$ cat config.mk
export PLATFORM = sky130hd
export DESIGN_NAME = lru_backend_arbiter
export DESIGN_NICKNAME = d
export VERILOG_FILES = /design/src/rtl/lru_backend_arbiter.sv
export SDC_FILE = /design/constraint.sdc
export NUM_CORES = 1
export LEC_CHECK = 0
export CORE_AREA = 4 4 492 494
export DETAILED_ROUTE_END_ITERATION = 6
export DIE_AREA = 0 0 496 498
export GPL_ROUTABILITY_DRIVEN = 0
export GPL_TIMING_DRIVEN = 0
export PLACE_DENSITY = 0.3
export SYNTH_ARGS = -nofsm -noshare
export SYNTH_HDL_FRONTEND = slang
export SYNTH_SLANG_ARGS = --single-unit
$ cat constraint.sdc
create_clock -name clk -period 1.9 [get_ports clk]
set_input_delay 0.285 -clock clk [delete_from_list [all_inputs] [get_ports clk]]
set_output_delay 0.285 -clock clk [all_outputs]
set_load 0.05 [all_outputs]
$ cat src/rtl/lru_backend_arbiter.sv
// Round-robin arbiter sharing one AXI4 read master between NUM_REQ LRU cache backends.
// Optional build macro LRU_ARB_BEAT_CHECK_EN adds a beat counter and a sticky err_beat output.
module lru_backend_arbiter #(
    parameter int NUM_REQ            = 4,
    parameter int ADDR_WIDTH         = 48,
    parameter int CACHE_SIZE         = 2048,
    parameter int BACKEND_DATA_WIDTH = 512,
    localparam int OFFSET_BITS       = $clog2(CACHE_SIZE / 8),
    localparam int BEATS             = CACHE_SIZE / BACKEND_DATA_WIDTH,
    localparam int TAGS_WIDTH        = ADDR_WIDTH - OFFSET_BITS
) (
    input  logic                            clk,
    input  logic                            rstn,

    input  logic [NUM_REQ-1:0]              req_tag_valid,
    input  logic [NUM_REQ*TAGS_WIDTH-1:0]   req_tag,
    output logic [NUM_REQ-1:0]              req_tag_ready,

    output logic [NUM_REQ-1:0]              req_data_valid,
    output logic [BACKEND_DATA_WIDTH-1:0]   req_data,
    output logic                            req_data_last,
    input  logic [NUM_REQ-1:0]              req_data_ready,

    output logic                            m_arvalid,
    input  logic                            m_arready,
    output logic [ADDR_WIDTH-1:0]           m_araddr,
    output logic [7:0]                      m_arlen,
    output logic [2:0]                      m_arsize,
    output logic [1:0]                      m_arburst,
    output logic                            m_arid,

    input  logic                            m_rvalid,
    output logic                            m_rready,
    input  logic [BACKEND_DATA_WIDTH-1:0]   m_rdata,
    input  logic                            m_rlast,

    output logic                            busy
`ifdef LRU_ARB_BEAT_CHECK_EN
    ,
    output logic                            err_beat
`endif
);

    localparam int GW = (NUM_REQ > 1) ? $clog2(NUM_REQ) : 1;

    typedef enum logic [1:0] {
        IDLE = 2'd0,
        ADDR = 2'd1,
        DATA = 2'd2
    } state_t;

    state_t                 state_q;
    state_t                 state_d;
    logic [GW-1:0]          grant_q;
    logic [GW-1:0]          rr_ptr_q;
    logic [GW-1:0]          pick_idx;
    logic [ADDR_WIDTH-1:0]  ar_addr_q;
    logic                   any_req;
    logic                   ar_hs;
    logic                   r_hs;
    logic [TAGS_WIDTH-1:0]  tag_arr [NUM_REQ];

    for (genvar i = 0; i < NUM_REQ; i++) begin : g_tag
        assign tag_arr[i] = req_tag[i*TAGS_WIDTH +: TAGS_WIDTH];
    end

    // First set request strictly after ptr, wrapping; the last served requester ranks lowest.
    function automatic logic [GW-1:0] rr_pick(input logic [NUM_REQ-1:0] vld,
                                              input logic [GW-1:0]      ptr);
        logic [GW-1:0] sel;
        logic          found;
        int            idx;
        sel   = '0;
        found = 1'b0;
        for (int k = 1; k <= NUM_REQ; k++) begin
            idx = int'(ptr) + k;
            if (idx >= NUM_REQ) idx = idx - NUM_REQ;
            if (!found && vld[idx]) begin
                sel   = GW'(idx);
                found = 1'b1;
            end
        end
        return sel;
    endfunction

    assign any_req  = |req_tag_valid;
    assign pick_idx = rr_pick(req_tag_valid, rr_ptr_q);
    assign ar_hs    = m_arvalid && m_arready;
    assign r_hs     = m_rvalid && m_rready;

    assign m_araddr  = ar_addr_q;
    assign m_arlen   = 8'(BEATS - 1);
    assign m_arsize  = 3'($clog2(BACKEND_DATA_WIDTH / 8));
    assign m_arburst = 2'b01;
    assign m_arid    = 1'b0;

    always_ff @(posedge clk or negedge rstn) begin
        if (!rstn) begin
            state_q  <= IDLE;
            grant_q  <= '0;
            rr_ptr_q <= GW'(NUM_REQ - 1);
        end else begin
            state_q <= state_d;
            if (state_q == IDLE && any_req) begin
                grant_q <= pick_idx;
            end
            if (state_q == DATA && r_hs && m_rlast) begin
                rr_ptr_q <= grant_q;
            end
        end
    end

    // Address is datapath only; it is always rewritten before ADDR presents it.
    always_ff @(posedge clk) begin
        if (state_q == IDLE && any_req) begin
            ar_addr_q <= {tag_arr[pick_idx], OFFSET_BITS'(0)};
        end
    end

    always_comb begin
        state_d        = state_q;
        m_arvalid      = 1'b0;
        m_rready       = 1'b0;
        req_tag_ready  = '0;
        req_data_valid = '0;
        req_data       = '0;
        req_data_last  = 1'b0;
        busy           = (state_q != IDLE);
        case (state_q)
            IDLE: begin
                if (any_req) state_d = ADDR;
            end
            ADDR: begin
                m_arvalid              = 1'b1;
                req_tag_ready[grant_q] = m_arready;
                if (m_arready) state_d = DATA;
            end
            DATA: begin
                // Pure wires to the granted requester: no beat latency and no buffering.
                m_rready                = req_data_ready[grant_q];
                req_data_valid[grant_q] = m_rvalid;
                req_data                = m_rdata;
                req_data_last           = m_rlast;
                if (m_rvalid && req_data_ready[grant_q] && m_rlast) state_d = IDLE;
            end
            default: begin
                state_d = IDLE;
            end
        endcase
    end

`ifdef LRU_ARB_BEAT_CHECK_EN
    localparam int CW = $clog2(BEATS) + 1;

    logic [CW-1:0] beat_cnt_q;
    logic          err_beat_q;

    // Counter saturates so a runaway burst without rlast cannot wrap back to a legal count.
    always_ff @(posedge clk or negedge rstn) begin
        if (!rstn) begin
            beat_cnt_q <= '0;
            err_beat_q <= 1'b0;
        end else begin
            if (ar_hs) begin
                beat_cnt_q <= '0;
            end else if (r_hs && beat_cnt_q != '1) begin
                beat_cnt_q <= beat_cnt_q + 1'b1;
            end
            if (r_hs && (m_rlast != (beat_cnt_q == CW'(BEATS - 1)))) begin
                err_beat_q <= 1'b1;
            end
        end
    end

    assign err_beat = err_beat_q;
`endif

endmodule

==> After elaboration in Yosys (flattened, before gate mapping) <==
Cells that the tools add are included.
{ "op_classes": {"mul": 0, "mux": 40, "n_eq_ne": 5, "div": 0, "n_reduce_logical": 17, "add_sub_neg": 8, "n_shift": 0, "n_bitwise": 3, "magnitude_cmp": 11} }
{ "ops": {"columns": ["operator", "count"], "rows": [
  ["512-bit two-way mux", 1],
  ["32-bit by 4-bit less-than comparator with 1-bit output (second input constant)", 4],
  ["32-bit two-way mux", 4],
  ["40-bit binary-select mux with 2-bit select", 1],
  ["40-bit two-way mux", 2],
  ["1-bit two-way mux", 16],
  ["2-bit two-way mux", 7],
  ["3-bit >= comparator (second input constant)", 4],
  ["3-bit by 3-bit subtractor with 4-bit output (second input constant)", 3],
  ["1-bit binary-select mux with 2-bit select", 5],
  ["1-bit logical AND", 10],
  ["4-bit bitwise AND", 2],
  ["4-bit two-way mux", 2],
  ["2-bit by 2-bit adder with 3-bit output (second input constant)", 2],
  ["2-bit case mux with 3 select lines", 1],
  ["4-bit by 3-bit subtractor with 5-bit output (second input constant)", 1],
  ["2-bit by 3-bit adder with 4-bit output (second input constant)", 1],
  ["4-bit by 3-bit >= comparator with 1-bit output (second input constant)", 1],
  ["2-bit inequality test (second input constant)", 2],
  ["4-bit OR reduction", 1],
  ["2-bit by 1-bit adder with 3-bit output (second input constant)", 1],
  ["1-bit logical NOT", 3],
  ["2-bit by 3-bit less-than comparator with 1-bit output (second input constant)", 1],
  ["2-bit inverter with 3-bit output", 1],
  ["other kinds (8)", 8]
]} }
{ "totals": {"regBits": 46, "latchBits": 0, "mem_bits_rw": 0, "wordCells": 88, "n_memories": 0, "in_bits": 685, "output_inout_bits": 586, "romBits": 0} }

==> Logic depth before layout (Yosys ltp) <==
{ "depth": {"word_depth": 20, "mapped_depth": 6, "mapped_depth_nobuf": 4} }

==> Worst setup path after synthesis <==
Ideal clock, no wire load.
{ "synth_timing": {"path_type": "register to output", "from": "register state_q[1]", "to": "output req_tag_ready[0]", "n_path_buf": 0, "arrival_ns": 2.088, "path_stages_with_launch": 5, "required_time_ns": 1.615, "setup_slack_ns": -0.473, "path_cell_list": "dfrtp_1 nand2b_1 inv_1 nand2_1 nor3_1"} }
{ "synth_via": {"elab_chain_len": 2} }
{ "synth_lines": {"columns": ["item", "line", "text"], "rows": [
  ["start: declaration", "52", "state_t state_q;"],
  ["start signal: assignment", "103", "state_q <= state_d;"],
  ["2-bit by 1-bit == test with 1-bit output", "129", "case (state_q)"],
  ["4-bit two-way mux", "129", null],
  ["end: declaration", "17", "output logic [NUM_REQ-1:0] req_tag_ready,"]
]} }
Every way passes these cells.

==> Final worst setup path <==
{ "layout_timing": {"from": "register state_q[0]", "to": "output req_data[511]"} }
{ "layout_via": {"elab_chain_len": 2} }
{ "layout_lines": {"columns": ["item", "line", "text"], "rows": [
  ["2-bit == test", "129", null],
  ["512-bit two-way mux", "129", null],
  ["end: declaration", "20", "output logic [BACKEND_DATA_WIDTH-1:0] req_data,"]
]} }
Every way passes these cells.

==> impl_metrics.json <==
{
  "startpoint_type": "register",
  "yosysWarnings": 0,
  "drt-vias-per-instance": 2.60,
  "p_total_mw": 36.0,
  "final_cell_mix": "722 x clkdlybuf4s50_1, 352 x and2_1, 196 x buf_4",
  "post-route-min-period_ns": 2.30,
  "drc": 0,
  "setup_tns_ns": -151.48,
  "r2r_setup_slack_ns": -0.27,
  "top_usage_layer": "met2",
  "design.core.area_um2": 237000,
  "start_util_pct": 3.04,
  "ys_seq_area_share_pct": 18.8,
  "io_buffers": 1248,
  "syn-instance-count": 954,
  "synth_area_um2": 7210,
  "arrival_ns": 2.02,
  "clk_path_buf_depth": 2,
  "ir_drop_uv": 677,
  "end_kind": "output port",
  "grt_pass1_wl_mm": 248,
  "grt_use_met1_pct": 18.0,
  "cts_tree": "yes",
  "drt-wirelength-per-cell_um": 39.6,
  "synth_edf_count": 40,
  "synth_ff_type": "edfxtp_1",
  "timing.fmax_ghz": 0.435,
  "drv_slew": 0,
  "cap_violations": 0,
  "rows": 179,
  "final_common_cell": "clkdlybuf4s50_1",
  "htree_num_levels": 2,
  "syn_avg_cell_area_um2": 7.55,
  "holdWs_ns": 0.257,
  "worstPathRequired_ns": 1.62,
  "worst_slew_pin_slew_ns": 0.949,
  "vias": 14200,
  "globalRouteTotalUtil_pct": 16.6,
  "violations": "setup timing",
  "timing.rr.start": "rr_ptr_q[0]",
  "period_share_pct": 121,
  "synthDistinctLibCells": 36,
  "power.density_nw_per_um2": 1320,
  "hpwl_mm": 205,
  "power.leakage_nw": 10.2,
  "dr.pass1.iters": 4,
  "die_w_um": 496,
  "outcome": "finished with violations",
  "clk_pin_slew_ns": 0.09,
  "final-setup-viol-count": 613,
  "grt_overflow": 0,
  "antenna_found_initial": 190,
  "grt_setup_unrepaired": "yes",
  "die-area_um2": 247000,
  "pin_count": 1271,
  "path_max_fanout": 10,
  "async_reset_ff_share_pct": 13.0,
  "cts_root_buffer": "clkbuf_16",
  "hold_path.class": "in2async",
  "fp.dieH_um": 498,
  "wl_mm": 216,
  "ant_nets": 0,
  "layout-drive-gt1-share_pct": 42.4,
  "holdBufCountCts": 0,
  "cts.sinks": 46,
  "worst_slack_ns": -0.400,
  "critPathKind": "reg2out",
  "synth-seq-cells": 46,
  "numCtsBuffers": 5,
  "clock_latency_ns": 0.33,
  "rr_endpoint": "m_araddr[27]",
  "grt_max_degree": 17,
  "r2r.worst_path.cells": 6,
  "maxSlewHeadroom_pct": 36.5,
  "gr-usage-met3_pct": 12.1,
  "syn_to_final_growth_pct": 278,
  "hold_viol_final": 0,
  "skew_ns": 0.0147,
  "grt_use_met2_pct": 27.0,
  "grt_pass1_vias": 14400,
  "nets": 2943,
  "drt_iter0_drc": 624
}
how the worst max path moves through the flow:
| stage | cells past startpoint | to | from | slack (ns) |
|---|---|---|---|---|
| global placement | 5 | req_data[98] | state_q[0] | -2.80 |
| global route | 7 | req_data[377] | state_q[0] | -0.43 |
| CTS | 7 | req_data[395] | state_q[0] | -0.46 |
| detailed placement | 5 | req_data[94] | state_q[0] | -2.81 |
| floorplan | 4 | req_tag_ready[1] | state_q[1] | -0.11 |
| finish | 5 | req_data[511] | state_q[0] | -0.40 |
sequential cells by signal, indices dropped and copies added (netlist names):
register	cells
m_araddr	40
grant_q	2
rr_ptr_q	2
state_q	2
area by class of cell:
class,instances,area [um2]
Fill cell,27400,210000
Timing Repair Buffer,1276,14000
Multi-Input combinational cell,785,6310
Tap cell,3167,3960
Sequential cell,46,1360
Buffer,138,1230
Clock buffer,5,125
Antenna cell,37,92.6
Clock inverter,3,48.8
Timing Repair inverter,3,22.5
Inverter,3,15.0
timing repair:
| item | CTS | global route |
|---|---|---|
| gates resized for setup | 3656 | 586 |
| setup buffers | 5 | 16 |
| endpoints found under the setup margin | 627 | 625 |
| pin swaps | 2 | 23 |
| cloned | 4 | 6 |
cell families after synthesis:
kind of cell | count (synthesis) | synth area share [%]
other | 2 | 0.104
AND/OR/NAND/NOR | 550 | 47.2
buffers and inverters | 143 | 9.86
multiplexers | 2 | 0.469
AO/OA/AOI/OAI | 211 | 23.6
flip-flops | 46 | 18.8
critical path, cell delays in order, from the launching register on:
cell and delay, ns:
dfrtp_1 0.42, nor2b_4 0.14, buf_12 0.15, clkbuf_8 0.23, and2_1 0.15, clkdlybuf4s15_2 0.55
power by group:
part / switching, mW / leakage, nW / internal (mW)
Sequential: 0.279 / 0.449 / 1.88
Clock: 0.568 / 0.0822 / 0.636
Combinational: 21.5 / 9.63 / 11.1
Yosys cell counts (2+ instances only):
library cell / n / share of area [%]
and2_1: 515 / 45
dfrtp_1: 4 / 1.4
nand2_1: 9 / 0.47
nor2_1: 9 / 0.47
o31ai_1: 80 / 8.3
clkbuf_1: 87 / 4.5
a22oi_1: 40 / 4.2
a41oi_1: 80 / 9.7
buf_2: 22 / 1.5
buf_6: 8 / 1.3
dfstp_2: 2 / 0.73
conb_1: 2 / 0.10
edfxtp_1: 40 / 17
nor2b_1: 3 / 0.26
o21ai_0: 2 / 0.14
nand2b_1: 5 / 0.43
buf_4: 23 / 2.4
a21o_1: 2 / 0.21
inv_1: 3 / 0.16
nor3_1: 2 / 0.14
per-stage QoR:
step | worst slack [ns] | instance area (um2) | utilization [%] | cells
final | -0.400 | 27200 | 11.5 | 5463
after global routing | -0.433 | 27100 | 11.4 | 5435
after CTS | -0.456 | 24800 | 10.5 | 5405
after detailed placement | -2.81 | 23800 | 10.0 | 5390
after global placement | -2.80 | 23700 | 10.0 | 5389
after floorplan | -0.105 | 7290 | - | 974
per-layer routing:
layer | vias to the layer above | share of wire (%)
li1 | 5934 | -
met1 | 6664 | 37
met2 | 1151 | 45
met3 | 337 | 16
met4 | 96 | 1.9
met5 | - | 0.38
No activity file was read; power rests on OpenSTA's default activity.
